`src/rtl/seg_display_mux_if.sv`:
```
// Bundles the application-side controls and the display-pin outputs of
// seg_display_mux. The master drives values/controls, the slave (the
// display driver) returns segment, anode and status signals.
interface seg_display_mux_if #(
  parameter int NUM_DIGITS = 4
);
  logic [4*NUM_DIGITS-1:0] valueIn;
  logic [NUM_DIGITS-1:0]   dpIn;
  logic                    loadIn;
  logic                    blankIn;
  logic [6:0]              segOut;
  logic                    dpOut;
  logic [NUM_DIGITS-1:0]   anodeOut;
  logic                    frameOut;
  logic                    pendingOut;

  modport master (
    output valueIn, dpIn, loadIn, blankIn,
    input  segOut, dpOut, anodeOut, frameOut, pendingOut
  );

  modport slave (
    input  valueIn, dpIn, loadIn, blankIn,
    output segOut, dpOut, anodeOut, frameOut, pendingOut
  );
endinterface

```
`src/rtl/seg_display_mux.sv`:
```
// Time-multiplexed common-anode hex seven-segment driver.
// One digit is scanned per slot of TICK_DIV clocks. New values are staged
// on load and only committed to the display register when the scan wraps
// to digit 0, so a frame never shows a mix of old and new digits.
// All pin outputs are registered and lag the index/display state by one cycle.
module seg_display_mux #(
  parameter int NUM_DIGITS       = 4,
  parameter int TICK_DIV         = 50000,
  parameter int LEAD_ZERO_BLANK  = 0,
  parameter int ANODE_ACTIVE_LOW = 1
) (
  input  logic              clkIn,
  input  logic              rstNIn,
  seg_display_mux_if.slave  bus
);

  localparam int IDX_W = (NUM_DIGITS > 1) ? $clog2(NUM_DIGITS) : 1;
  localparam int DIV_W = $clog2(TICK_DIV);
  localparam logic [IDX_W-1:0] LAST_IDX = IDX_W'(NUM_DIGITS - 1);
  localparam logic [DIV_W-1:0] LAST_DIV = DIV_W'(TICK_DIV - 1);
  // Anode pattern with no digit selected.
  localparam logic [NUM_DIGITS-1:0] ANODE_IDLE = {NUM_DIGITS{ANODE_ACTIVE_LOW != 0}};

  // Hex nibble to {G..A}, 1 = segment off.
  function automatic logic [6:0] decode7(input logic [3:0] nib);
    case (nib)
      4'h0: decode7 = 7'h40;
      4'h1: decode7 = 7'h79;
      4'h2: decode7 = 7'h24;
      4'h3: decode7 = 7'h30;
      4'h4: decode7 = 7'h19;
      4'h5: decode7 = 7'h12;
      4'h6: decode7 = 7'h02;
      4'h7: decode7 = 7'h78;
      4'h8: decode7 = 7'h00;
      4'h9: decode7 = 7'h10;
      4'hA: decode7 = 7'h08;
      4'hB: decode7 = 7'h03;
      4'hC: decode7 = 7'h46;
      4'hD: decode7 = 7'h21;
      4'hE: decode7 = 7'h06;
      default: decode7 = 7'h0E;
    endcase
  endfunction

  logic [DIV_W-1:0]        div_reg;
  logic [IDX_W-1:0]        idx_reg;
  logic                    tick;
  logic                    wrap;

  logic [4*NUM_DIGITS-1:0] stage_value_reg;
  logic [NUM_DIGITS-1:0]   stage_dp_reg;
  logic                    pending_reg;
  logic [4*NUM_DIGITS-1:0] disp_value_reg;
  logic [NUM_DIGITS-1:0]   disp_dp_reg;

  logic [6:0]              seg_reg, seg_next;
  logic                    dp_reg, dp_next;
  logic [NUM_DIGITS-1:0]   anode_reg, anode_next;
  logic                    frame_reg;

  assign tick = (div_reg == LAST_DIV);
  assign wrap = tick && (idx_reg == LAST_IDX);

  // Slot divider and digit index; the index only ever takes 0..NUM_DIGITS-1.
  always_ff @(posedge clkIn or negedge rstNIn) begin
    if (!rstNIn) begin
      div_reg <= '0;
      idx_reg <= '0;
    end else begin
      div_reg <= tick ? '0 : div_reg + 1'b1;
      if (tick) begin
        idx_reg <= (idx_reg == LAST_IDX) ? '0 : idx_reg + 1'b1;
      end
    end
  end

  // Staging/display double buffer: newest load wins, commit only on wrap.
  // A load coinciding with the wrap lands in staging and waits a full frame.
  always_ff @(posedge clkIn or negedge rstNIn) begin
    if (!rstNIn) begin
      stage_value_reg <= '0;
      stage_dp_reg    <= '0;
      pending_reg     <= 1'b0;
      disp_value_reg  <= '0;
      disp_dp_reg     <= '0;
    end else begin
      if (wrap && pending_reg) begin
        disp_value_reg <= stage_value_reg;
        disp_dp_reg    <= stage_dp_reg;
      end
      if (bus.loadIn) begin
        stage_value_reg <= bus.valueIn;
        stage_dp_reg    <= bus.dpIn;
        pending_reg     <= 1'b1;
      end else if (wrap) begin
        pending_reg <= 1'b0;
      end
    end
  end

  // Per-digit segment patterns, including leading-zero suppression.
  // upper_zero[i] is set when digit i and every digit above it are zero.
  logic [NUM_DIGITS:0]   upper_zero;
  logic [NUM_DIGITS-1:0] blank_digit;
  logic [NUM_DIGITS-1:0] onehot;
  logic [6:0]            digit_seg [NUM_DIGITS];

  assign upper_zero[NUM_DIGITS] = 1'b1;

  generate
    for (genvar gi = 0; gi < NUM_DIGITS; gi++) begin : g_digit
      assign upper_zero[gi] = upper_zero[gi+1] && (disp_value_reg[4*gi +: 4] == 4'd0);
      if (gi == 0 || LEAD_ZERO_BLANK == 0) begin : g_no_lzb
        assign blank_digit[gi] = 1'b0;
      end else begin : g_lzb
        assign blank_digit[gi] = upper_zero[gi];
      end
      assign digit_seg[gi] = blank_digit[gi] ? 7'h7F : decode7(disp_value_reg[4*gi +: 4]);
      assign onehot[gi]    = (idx_reg == IDX_W'(gi));
    end
  endgenerate

  // Next pin state for the selected digit, or all dark while blanked.
  always_comb begin
    seg_next   = 7'h7F;
    dp_next    = 1'b1;
    anode_next = ANODE_IDLE;
    if (!bus.blankIn) begin
      seg_next   = digit_seg[idx_reg];
      dp_next    = ~disp_dp_reg[idx_reg];
      anode_next = (ANODE_ACTIVE_LOW != 0) ? ~onehot : onehot;
    end
  end

  // Registered pin drivers and the frame pulse following the wrap edge.
  always_ff @(posedge clkIn or negedge rstNIn) begin
    if (!rstNIn) begin
      seg_reg   <= 7'h7F;
      dp_reg    <= 1'b1;
      anode_reg <= ANODE_IDLE;
      frame_reg <= 1'b0;
    end else begin
      seg_reg   <= seg_next;
      dp_reg    <= dp_next;
      anode_reg <= anode_next;
      frame_reg <= wrap;
    end
  end

  assign bus.segOut     = seg_reg;
  assign bus.dpOut      = dp_reg;
  assign bus.anodeOut   = anode_reg;
  assign bus.frameOut   = frame_reg;
  assign bus.pendingOut = pending_reg;

endmodule

```
`src/flat_wrapper.sv`:
```
// flat-port wrapper written by rule: the top's interface ports become plain ports
module seg_display_mux_flat 
#(
  parameter int NUM_DIGITS       = 4,
  parameter int TICK_DIV         = 50000,
  parameter int LEAD_ZERO_BLANK  = 0,
  parameter int ANODE_ACTIVE_LOW = 1
)
  (clkIn, rstNIn, bus_valueIn, bus_dpIn, bus_loadIn, bus_blankIn, bus_segOut, bus_dpOut, bus_anodeOut, bus_frameOut, bus_pendingOut);
  seg_display_mux_if #(.NUM_DIGITS(NUM_DIGITS)) bus_i ();
  input  logic clkIn;
  input  logic rstNIn;
  input wire logic [$bits(bus_i.valueIn)-1:0] bus_valueIn;
  input wire logic [$bits(bus_i.dpIn)-1:0] bus_dpIn;
  input wire logic [$bits(bus_i.loadIn)-1:0] bus_loadIn;
  input wire logic [$bits(bus_i.blankIn)-1:0] bus_blankIn;
  output wire logic [$bits(bus_i.segOut)-1:0] bus_segOut;
  output wire logic [$bits(bus_i.dpOut)-1:0] bus_dpOut;
  output wire logic [$bits(bus_i.anodeOut)-1:0] bus_anodeOut;
  output wire logic [$bits(bus_i.frameOut)-1:0] bus_frameOut;
  output wire logic [$bits(bus_i.pendingOut)-1:0] bus_pendingOut;
  assign bus_i.valueIn = bus_valueIn;
  assign bus_i.dpIn = bus_dpIn;
  assign bus_i.loadIn = bus_loadIn;
  assign bus_i.blankIn = bus_blankIn;
  assign bus_segOut = bus_i.segOut;
  assign bus_dpOut = bus_i.dpOut;
  assign bus_anodeOut = bus_i.anodeOut;
  assign bus_frameOut = bus_i.frameOut;
  assign bus_pendingOut = bus_i.pendingOut;
  seg_display_mux #(.NUM_DIGITS(NUM_DIGITS), .TICK_DIV(TICK_DIV), .LEAD_ZERO_BLANK(LEAD_ZERO_BLANK), .ANODE_ACTIVE_LOW(ANODE_ACTIVE_LOW)) u_core (.clkIn(clkIn), .rstNIn(rstNIn), .bus(bus_i));
endmodule
```
`config.mk`:
```
export PLATFORM = sky130hd
export DESIGN_NAME = seg_display_mux_flat
export DESIGN_NICKNAME = d
export VERILOG_FILES = /design/src/rtl/seg_display_mux_if.sv /design/src/rtl/seg_display_mux.sv /design/src/flat_wrapper.sv
export SDC_FILE = /design/constraint.sdc
export NUM_CORES = 1
export LEC_CHECK = 0
export CAP_MARGIN = 20
export CORE_ASPECT_RATIO = 0.8
export CORE_UTILIZATION = 40
export CTS_BUF_LIST = sky130_fd_sc_hd__clkbuf_8
export CTS_CLUSTER_SIZE = 30
export DETAILED_ROUTE_END_ITERATION = 16
export DONT_BUFFER_PORTS = 1
export GPL_TIMING_DRIVEN = 1
export SETUP_SLACK_MARGIN = 0.4
export SYNTH_ARGS = -nofsm -noshare
export SYNTH_HDL_FRONTEND = slang
export SYNTH_SLANG_ARGS = --single-unit
```
`constraint.sdc`:
```
create_clock -name clkIn -period 2.8 [get_ports clkIn]
set_clock_uncertainty 0.15 [all_clocks]
set_input_delay 0.42 -clock clkIn [delete_from_list [all_inputs] [get_ports clkIn]]
set_output_delay 0.42 -clock clkIn [all_outputs]
set_load 0.005 [all_outputs]
```
==> impl_metrics.toml <==
[routing]
antenna_left = 0
first_pass_iters = 4
post_drt_wl_per_cell_um = 16.45
wirelength_um = 8044
first_iter_violations = 125
num_vias = 2594
drcViolationCount = 0
viasPerCell = 5.305

[die]
die_x_um = 116.2
ioPinCount = 38
die_h_um = 93.36
rows = 32
die-area_mm2 = 0.01085
initial_core_util_pct = 42.19
coreArea_mm2 = 0.009889

[timing]
setup_tns_ns = 0
max_freq_mhz = 448.8
min_period_ns = 2.228
fin_crit_sh_pct = 79.58
finalHoldViolCount = 0
rsz0062_at_grt = "false"
slew_headroom_pct = 63.17
final.setup.worst_slack_ns = 0.5719
setup_viol = 0
holdWs_ns = 0.02428
final_max_slew_viol_count = 0
tightest_slew_ns = 0.5455

[final_layout]
fin_area_mm2 = 0.004481
final_nets = 406
most-common-layout-cells = "dfrtp_1, ha_1, mux2_2"
layout.cells.non_filler = 489
fin_util_pct = 45.31
syn_to_final_growth_pct = 7.376
final_common_cell = "dfrtp_1"
antenna_cells = 0
drive_gt1_share_pct = 25.21

[logic_synthesis]
synthFlopType = "dfrtp_1"
synth_top_cell_area_share_pct = 35.98
synth_edf_count = 0
yosysTopAreaCell = "dfrtp_1"
synth_nets = 411
synth_area_mm2 = 0.004173
synthArstFlopShare_pct = 100.0
ys_seq_elements = 72
ys_seq_area_share_pct = 43.54
ys_top_cells_by_area = "dfrtp_1, ha_1, mux2_2"
syn_area_per_cell_um2 = 11.79
ys_types = 48
synthCells = 354
synth_warnings = 0

[global_route]
grt_pass1_wl_um = 13050
grt.total_usage_pct = 16.19
grt.busiest_layer = "met1"
use_met3_pct = 4.796
grt.overflow.total = 0
grt_max_degree = 73
first_global_vias = 2496
global_route.usage.met2_pct = 21.18
grtUsageMet1_pct = 24.47
antenna_found_initial = 0

[clock_tree]
clkLatencyLatePin_ns = 0.36
htree_levels = 3
max-clock-path-buffers = 2
cts_setup_buffers = 0
clock-sinks = 72
clk_pin_slew_ns = 0.08
root_buffer = "clkbuf_8"
cts_tree = "yes"
numCtsBuffers = 9

[setup_path]
crit_end = "u_core.disp_value_reg[8]"
reg2reg_setup_slack_ns = 0.57
path_max_fanout = 16
endpoint_kind = "flip-flop"
cp.arrival_ns = 2.32
required_ns = 2.89
path_class = "flip-flop to flip-flop"
setup.worst_path.start = "u_core.div_reg[0]"
rr_endpoint = "u_core.disp_value_reg[8]"
critPathLaunchType = "flip-flop"
r2r_cells = 5
timing.rr.start = "u_core.div_reg[0]"

[pwr]
p_leak_nw = 1.851
ir_worst_vdd_uv = 327.3
p_per_area_mw_per_mm2 = 441.0
p_total_mw = 1.976

[placement]
dpl_cell_area_mm2 = 0.004228
place.gp.congestion = 0.8331
preCtsSetupSlack_ns = 0.4518
dp_hpwl_um = 5471
dp.cells = 470
io_buffer_count = 0

[outcome]
status = "completed"

[run]
maxCapViolations = 0

[hold_path]
worstHoldPathType = "primary input to flip-flop"
power breakdown:
| group | internal [mW] | total, mW | switching [mW] |
|---|---|---|---|
| combinational | 0.0351 | 0.0672 | 0.0321 |
| clock | 0.410 | 0.813 | 0.403 |
| sequential | 1.08 | 1.10 | 0.0175 |
| total | 1.52 | 1.98 | 0.453 |
how the worst min path moves through the flow:
| stage | cells past startpoint | slack, ns | startpoint | to |
|---|---|---|---|---|
| CTS | 1 | 0.007 | bus_blankIn | u_core.bus.segOut[1] |
| floorplan | 0 | -0.03 | rstNIn | u_core.bus.frameOut |
| finish | 1 | 0.02 | bus_blankIn | u_core.bus.segOut[1] |
| detailed placement | 0 | -0.02 | rstNIn | u_core.bus.frameOut |
| global placement | 0 | -0.02 | rstNIn | u_core.div_reg[13] |
| global route | 1 | 0.02 | bus_blankIn | u_core.bus.segOut[1] |
layout make-up:
type | instances | area [um^2]
Clock inverter | 6 | 70.07
Multi-Input combinational cell | 242 | 2162
Fill cell | 945 | 5409
Sequential cell | 72 | 1817
Inverter | 18 | 67.56
Clock buffer | 9 | 123.9
Tap cell | 136 | 170.2
Timing Repair Buffer | 6 | 70.07
kinds of logic (layout without fill, tap and decap cells):
family | count (synthesis) | after routing | share of synthesized area, %
mux | 68 | 68 | 21.08
compound gates | 47 | 47 | 7.676
simple gates | 80 | 81 | 10.16
flops | 72 | 72 | 43.54
xor+xnor | 13 | 13 | 2.729
buf+inv | 41 | 39 | 4.918
fa+ha+maj | 33 | 33 | 9.895
cells in the mapped netlist, drive strengths merged, types with 8 or more instances:
cell and instances:
ha 33, nand3 8, nand2 18, dfstp 12
mux2 49, nor2b 11, mux2i 14, dfrtp 60
inv 15, buf 10, clkbuf 13, nor2 18
o21ai 13
worst max-delay path: stages, from the launching register on:
cell and delay [ns]:
dfrtp_1 0.39, ha_1 0.19, and3_1 0.29, and4_4 0.37
and3_4 0.38, mux2_4 0.32
metal layers:
layer | up-vias | wire, um
met5 | - | 0
met4 | 0 | 112
met3 | 10 | 449
met2 | 60 | 3371
met1 | 1283 | 4111
li1 | 1241 | -
repair_timing:
action,4_1_cts,5_1_grt
resized for setup,0,1
hold endpoints to repair,73,0
setup endpoints to repair,0,20
hold buffers,3,0
(Power assumes the default switching activity.)
